$ cat src/rtl/flap_input.sv
// flap_input: synchronises and debounces the flap button. It produces a clean
// level, a one-cycle press pulse that enable can gate, and a one-cycle release
// pulse.
// Optional feature macro: FLAP_INPUT_AUTO_REPEAT_EN. When it is defined, holding
// the button re-fires up_pulse every REPEAT_CYCLES cycles.
module flap_input #(
  parameter int unsigned DEBOUNCE_CYCLES = 1000000,
  parameter int unsigned REPEAT_CYCLES   = 25000000,
  parameter int unsigned CNT_W           = 25
) (
  input  logic clk,
  input  logic rst,
  input  logic up_raw,
  input  logic enable,
  output logic up_level,
  output logic up_pulse,
  output logic up_release
);

  typedef enum logic [1:0] {
    IDLE_LO = 2'd0,
    WAIT_HI = 2'd1,
    IDLE_HI = 2'd2,
    WAIT_LO = 2'd3
  } state_e;

  localparam logic [CNT_W-1:0] DEB_LIMIT = CNT_W'(DEBOUNCE_CYCLES);
  localparam logic [CNT_W-1:0] CNT_ONE   = CNT_W'(1);

  // Reject configurations the counters cannot represent
  if (DEBOUNCE_CYCLES == 0 || REPEAT_CYCLES == 0 ||
      64'(DEBOUNCE_CYCLES) >= (64'(1) << CNT_W) ||
      64'(REPEAT_CYCLES) >= (64'(1) << CNT_W)) begin : g_param_err
    $error("flap_input: invalid DEBOUNCE_CYCLES/REPEAT_CYCLES/CNT_W");
  end

  logic             s1_q, s1_d;
  logic             s2_q, s2_d;
  state_e           state_q, state_d;
  logic [CNT_W-1:0] cnt_q, cnt_d;
  logic             level_q, level_d;
  logic             pulse_q, pulse_d;
  logic             release_q, release_d;
`ifdef FLAP_INPUT_AUTO_REPEAT_EN
  localparam logic [CNT_W-1:0] RPT_LAST = CNT_W'(REPEAT_CYCLES - 1);
  logic [CNT_W-1:0] rpt_q, rpt_d;
`endif

  // Two-flop synchroniser input for the asynchronous button pin
  always_comb begin
    s1_d = up_raw;
    s2_d = s1_q;
  end

  // Debounce FSM: next state, counters and next values of the registered outputs
  always_comb begin
    state_d   = state_q;
    cnt_d     = cnt_q;
    level_d   = level_q;
    pulse_d   = 1'b0;
    release_d = 1'b0;
`ifdef FLAP_INPUT_AUTO_REPEAT_EN
    rpt_d     = rpt_q;
`endif
    case (state_q)
      IDLE_LO: begin
`ifdef FLAP_INPUT_AUTO_REPEAT_EN
        rpt_d = '0;
`endif
        if (s2_q) begin
          state_d = WAIT_HI;
          cnt_d   = CNT_ONE;
        end else begin
          cnt_d = '0;
        end
      end
      WAIT_HI: begin
        if (!s2_q) begin
          state_d = IDLE_LO;
          cnt_d   = '0;
        end else if (cnt_q == DEB_LIMIT) begin
          state_d = IDLE_HI;
          level_d = 1'b1;
          pulse_d = enable;
          cnt_d   = '0;
`ifdef FLAP_INPUT_AUTO_REPEAT_EN
          rpt_d   = '0;
`endif
        end else begin
          cnt_d = cnt_q + CNT_ONE;
        end
      end
      IDLE_HI: begin
`ifdef FLAP_INPUT_AUTO_REPEAT_EN
        if (rpt_q == RPT_LAST) begin
          rpt_d   = '0;
          pulse_d = enable;
        end else begin
          rpt_d = rpt_q + CNT_ONE;
        end
`endif
        if (!s2_q) begin
          state_d = WAIT_LO;
          cnt_d   = CNT_ONE;
        end else begin
          cnt_d = '0;
        end
      end
      WAIT_LO: begin
        // A bounce back to high keeps rpt, so the repeat cadence continues
        if (s2_q) begin
          state_d = IDLE_HI;
          cnt_d   = '0;
        end else if (cnt_q == DEB_LIMIT) begin
          state_d   = IDLE_LO;
          level_d   = 1'b0;
          release_d = 1'b1;
          cnt_d     = '0;
        end else begin
          cnt_d = cnt_q + CNT_ONE;
        end
      end
      default: begin
        state_d = IDLE_LO;
        cnt_d   = '0;
      end
    endcase
  end

  // State, counter, synchroniser and output registers
  always_ff @(posedge clk or negedge rst) begin
    if (!rst) begin
      s1_q      <= 1'b0;
      s2_q      <= 1'b0;
      state_q   <= IDLE_LO;
      cnt_q     <= '0;
      level_q   <= 1'b0;
      pulse_q   <= 1'b0;
      release_q <= 1'b0;
`ifdef FLAP_INPUT_AUTO_REPEAT_EN
      rpt_q     <= '0;
`endif
    end else begin
      s1_q      <= s1_d;
      s2_q      <= s2_d;
      state_q   <= state_d;
      cnt_q     <= cnt_d;
      level_q   <= level_d;
      pulse_q   <= pulse_d;
      release_q <= release_d;
`ifdef FLAP_INPUT_AUTO_REPEAT_EN
      rpt_q     <= rpt_d;
`endif
    end
  end

  assign up_level   = level_q;
  assign up_pulse   = pulse_q;
  assign up_release = release_q;

endmodule
$ cat config.mk
export PLATFORM = sky130hd
export DESIGN_NAME = flap_input
export DESIGN_NICKNAME = d
export VERILOG_FILES = /design/src/rtl/flap_input.sv
export SDC_FILE = /design/constraint.sdc
export NUM_CORES = 1
export LEC_CHECK = 0
export ABC_AREA = 1
export CAP_MARGIN = 15
export CORE_UTILIZATION = 54
export CTS_BUF_LIST = sky130_fd_sc_hd__clkbuf_2 sky130_fd_sc_hd__clkbuf_4 sky130_fd_sc_hd__clkbuf_8
export CTS_CLUSTER_SIZE = 30
export DETAILED_ROUTE_END_ITERATION = 16
export HOLD_SLACK_MARGIN = 0.02
export PLACE_DENSITY = 0.72
export SYNTH_ARGS = -nofsm -noshare
export SYNTH_HDL_FRONTEND = slang
export SYNTH_SLANG_ARGS = --single-unit
$ cat constraint.sdc
create_clock -name clk -period 3.1 [get_ports clk]
set_input_delay 0.31 -clock clk [delete_from_list [all_inputs] [get_ports clk]]
set_output_delay 0.31 -clock clk [all_outputs]
set_load 0.03 [all_outputs]
; Word-level counts from Yosys, hierarchy flattened
; Index checks and enable logic that the tools add are counted.
[totals]
regBits = 32
word_cells = 48
[op_classes]
addsub = 1
eq_ne = 12
n_mux = 24
reduce_logical = 4
[ops]
columns = operator, n
row1 = case mux 25 bit (4 select lines), 1
row2 = 2-to-1 mux 25 bit, 3
row3 = "adder 25 x 1 -> 25 bit, second input constant", 1
row4 = "== test 25 x 20 -> 1 bit, second input constant", 1
row5 = 2-to-1 mux 1 bit, 12
row6 = 2-to-1 mux 2 bit, 6
row7 = "!= test 2 bit, second input constant", 6
row8 = case mux 2 bit (4 select lines), 1
row9 = "!= test 3 bit, second input constant", 2
row10 = AND reduction 5 bit, 1
row11 = "== test 2 bit, second input constant", 2
row12 = AND reduction 4 bit, 1
row13 = "== test 2 x 1 -> 1 bit, second input constant", 1
row14 = logical NOT 2 bit, 1
row15 = case mux 1 bit (2 select lines), 1
row16 = nonzero test 2 bit, 1

; Longest topological paths before layout
[logic_depth]
ltp_word = 4
depth_mapped = 9
mapped_depth_nobuf = 9

; Least setup slack after synthesis
; OpenSTA, ideal clock, no wires.
[synth_path]
kind = register to register
from = reg cnt_q[0]
to = reg cnt_q[14]
setup_ns = 0.119
arrival_time_ns = 1.243
t_required_ns = 2.981
path_slack_ns = 1.739
path_stages_with_launch = 9
path_buffers = 0
period_less_slack_ns = 1.361
cell_sequence = dfrtp_1 > ha_1 > inv_1 > nor2_4 > nand2_2 > nor2_8 > nand2_1 > xor2_1 > nor2_2
[synth_via]
elab_chain_len = 4
word_cells_on_any_way = 6
classes_between = add/sub: 1 / eq/ne: 1 / mux: 4
[synth_lines]
columns = item, line
row1 = "start, declared", 40  ; logic [CNT_W-1:0] cnt_q, cnt_d;
row2 = "start signal, assigned", 147  ; cnt_q <= cnt_d;
row3 = adder 25 x 1 -> 25 bit or == test 25 x 20 -> 1 bit (tied branches), -
row4 = 2-to-1 mux 25 bit *, "81, 114"
row5 = "2-to-1 mux 25 bit, on equally long branches", "111, 78"
row6 = case mux 25 bit (4 select lines) *, 65  ; case (state_q)
row7 = net cnt_d[14], 40
; Mark *: on every way through the listed nets, which the timed path passes. The rest lies on a longest branch.
; A chain may end at the register's enable or synchronous reset.

; Final worst setup path
[layout_path]
from = reg level_q (netlist: up_level)
to = out up_level
[layout_rtl]
columns = item, line
row1 = "start, declared", 41  ; logic level_q, level_d;
row2 = "start signal, assigned", 148  ; level_q <= level_d;
row3 = "end, declared", 15  ; output logic up_level,
; No word-level cell between the ends.

==> impl_metrics.toml <==
[sta]
finalSetupViolations = 0
layout_setup_ws_ns = 1.433
rsz0062_at_grt = "no"
final_hold_viol_count = 0
clock_skew_ns = 0.009017
final.period_utilization_pct = 53.78
max_freq_mhz = 599.8
slew_headroom_pct = 72.86
worst_pin_slew_ns = 0.4071
fin_crit_ns = 1.667
whs_ns = 0.3603
final-max-slew-violation-count = 0
setup_tns_ns = 0

[power]
peakVddDrop_v = 0.0004444
sequentialPowerShare_pct = 46.5
p_leak_uw = 0.0008663
p_clk_share_pct = 34.6
p_comb_share_pct = 18.9
power.net_switching_uw = 310.3
p_int_uw = 723.0
netSwitchingFraction_pct = 30.03
power.density_mw_per_mm2 = 516.8

[setup_path]
worst_ep_required_time_ns = 2.79
critical_path_class = "reg -> out"
critPathLaunchType = "flip-flop"
cpLargestDelayFamily = "buffers and inverters"
r2r_start = "cnt_q[0]$_DFF_PN0_"
critPathSlowestCell = "clkdlybuf4s50_1"
r2r_setup_slack_ns = 1.52
path_cells = "clkdlybuf4s50_1"
crit_start = "up_level$_DFFE_PN0P_"
cp.buffers_inverters = 1
cp_max_fo = 2
cp.arrival_ns = 1.36
cpPeakStageDelay_ns = 0.67
reg2reg_depth = 9
reg2reg_to = "cnt_q[23]$_DFF_PN0_"
setup.worst_path.end_class = "primary output"

[synth]
ys_seq_elements = 32
muxShareOfSynthArea_pct = 0
syn-num-nets = 239
yosys.area.top_type = "dfrtp_1"
syn-instance-count = 233
syn_area_sq_mm = 0.001804
synth_area_leaders = "dfrtp_1 (44%), nor2_1 (12%), nand2_1 (11%), inv_1 (4.0%), xor2_1 (3.9%)"
yosys.area_share.simple_pct = 39.18
ys_types = 28
avgSynthCellArea_sq_um = 7.743
synth.top_cell.area_share_pct = 44.38
synth_top_family_by_area = "simple AND/OR/NAND/NOR gates"
synth_compound_area_share_pct = 2.982
synthXorXnorAreaFrac_pct = 5.825
yosys_warnings = 0
synth_fa_ha_area_share_pct = 1.387
yosysSeqAreaShare_pct = 44.38

[cts]
cts-hold-fix-buffers = 0
clkLatencyLatePin_ns = 0.33
cts-buffers-inserted = 5
cts_tree = "built"
cts_root_buffer = "clkbuf_4"
clk_pin_slew_worst_paths_ns = 0.09
clock_sinks = 32
cts_resized = 0
ctsHtreeMaxLevel = 2
post-cts-setup-buffer-count = 0
clk_path_buf_depth = 2

[global_routing]
grt_max_degree = 33
grt_pass1_wl_microns = 5678
antenna_found_initial = 0
grt_pass1_vias = 1265
grt-ovfl-total = 0
grtUsageTotal_pct = 21.74

[drt]
wl_per_cell_microns = 11.17
vias_per_cell = 4.769
drc = 0
drt-total-wl_microns = 3238
antenna_left = 0
num_vias = 1383
drtIter0Drc = 76
drtPass1Iterations = 4

[die]
start_util_pct = 58.15
die_w_microns = 59.80
rows = 20
die-area_sq_mm = 0.003576
io_pins = 7
die_y_microns = 59.80
coreArea_sq_mm = 0.003103

[place]
port_buffers = 6
routabilityCongestion = 0.7778
place_hpwl_microns = 2309
dpl_worst_slack_ns = 1.517
dp.cells = 282
post_dp_cell_area_sq_mm = 0.001904

[hold_path]
hold_start = "s1_q$_DFF_PN0_"
hold_class = "reg -> reg"
min_to = "s2_q$_DFF_PN0_"
whs_path_depth = 0

[layout]
final-instance-count-excl-fill = 290
syn_to_final_growth_pct = 10.82
num-nets-final = 251
antenna_cells = 0
finalInstanceArea_sq_mm = 0.001999
final_layout_size_suffix_gt1_share_pct = 14.23
mostFrequentLayoutCell = "nor2_1"
mostFrequentLayoutCells = "nor2_1 (57), nand2_1 (55), dfrtp_1 (32)"

[run]
cap_violations = 0

[run_status]
status = "completed"
-- cell usage after synthesis, drive strengths merged --
cell type,number
nor3,6
a31oi,1
inv,24
a21oi,4
or2,1
nand3,13
nor2,66
xnor2,4
buf,2
dfrtp,32
xor2,8
o21ai,2
ha,2
nand4,5
nor3b,1
nand2,60
o22ai,1
a21o,1
-- power by group through the flow --
stage          combinational [uW]  sequential (uW)  clock [uW]
6_report                      195              481         358
5_1_grt                       230              488         387
4_1_cts                       200              479         365
3_5_place_dp                  200              488           0
3_3_place_gp                  196              487           0
2_1_floorplan                 180              482           0
-- metrics by stage --
step | total power [uW] | utilization, %
floorplan | 662.1 | -
global placement | 682.8 | 61.37
detailed placement | 687.7 | 61.37
CTS | 1045 | 64.44
global route | 1105 | 64.44
finish | 1033 | 64.44
-- worst max-delay path by stage --
stage | to | slack [ns] | depth (start not counted)
floorplan | cnt_q[14]$_DFF_PN0_ | 1.74 | 8
global placement | cnt_q[22]$_DFF_PN0_ | 1.56 | 9
detailed placement | cnt_q[23]$_DFF_PN0_ | 1.52 | 9
CTS | up_level | 1.41 | 1
global route | cnt_q[21]$_DFF_PN0_ | 1.32 | 9
finish | up_level | 1.43 | 1
-- metal layers --
metal	track usage [%]	vias to the layer above	share of wire, %
met3	4.978	5	4.7
met4	8.970	0	1.4
met2	31.75	25	41
met1	30.97	607	53
li1	-	746	-
met5	0	-	0
-- flip-flops by register name (all words and copies together), names as in the netlist, named ones only --
| register | flops |
|---|---|
| up_level | 1 |
| s2_q | 1 |
| s1_q | 1 |
| up_release | 1 |
| up_pulse | 1 |
| cnt_q | 25 |
| state_q | 1 |
-- worst register-to-register path: cells and delay by family (launching register included) --
kind | cells | cell delay [ns]
AND/OR/NAND/NOR | 6 | 0.69
flip-flops | 1 | 0.42
buffers and inverters | 2 | 0.21
adder cells (fa/ha/maj) | 1 | 0.16
-- cell families (layout without fill, tap and decap cells) --
kind of cell	Yosys count	count (layout)
and+or+nand+nor	152	152
DFF	32	32
buffers and inverters	26	39
xor gates and xnor gates	12	12
AOI/OAI and AO/OA	9	9
adders and majority gates	2	2
-- cell type report --
| class | instances | area, sq um |
|---|---|---|
| clock buffer | 7 | 65.06 |
| clock inverter | 1 | 30.03 |
| fill | 311 | 1104 |
| inverter | 24 | 90.09 |
| multi-input combinational | 175 | 890.9 |
| sequential | 32 | 800.8 |
| tap | 44 | 55.05 |
| timing repair buffer | 7 | 67.56 |
Note: power is estimated with default switching activity, not from simulation.
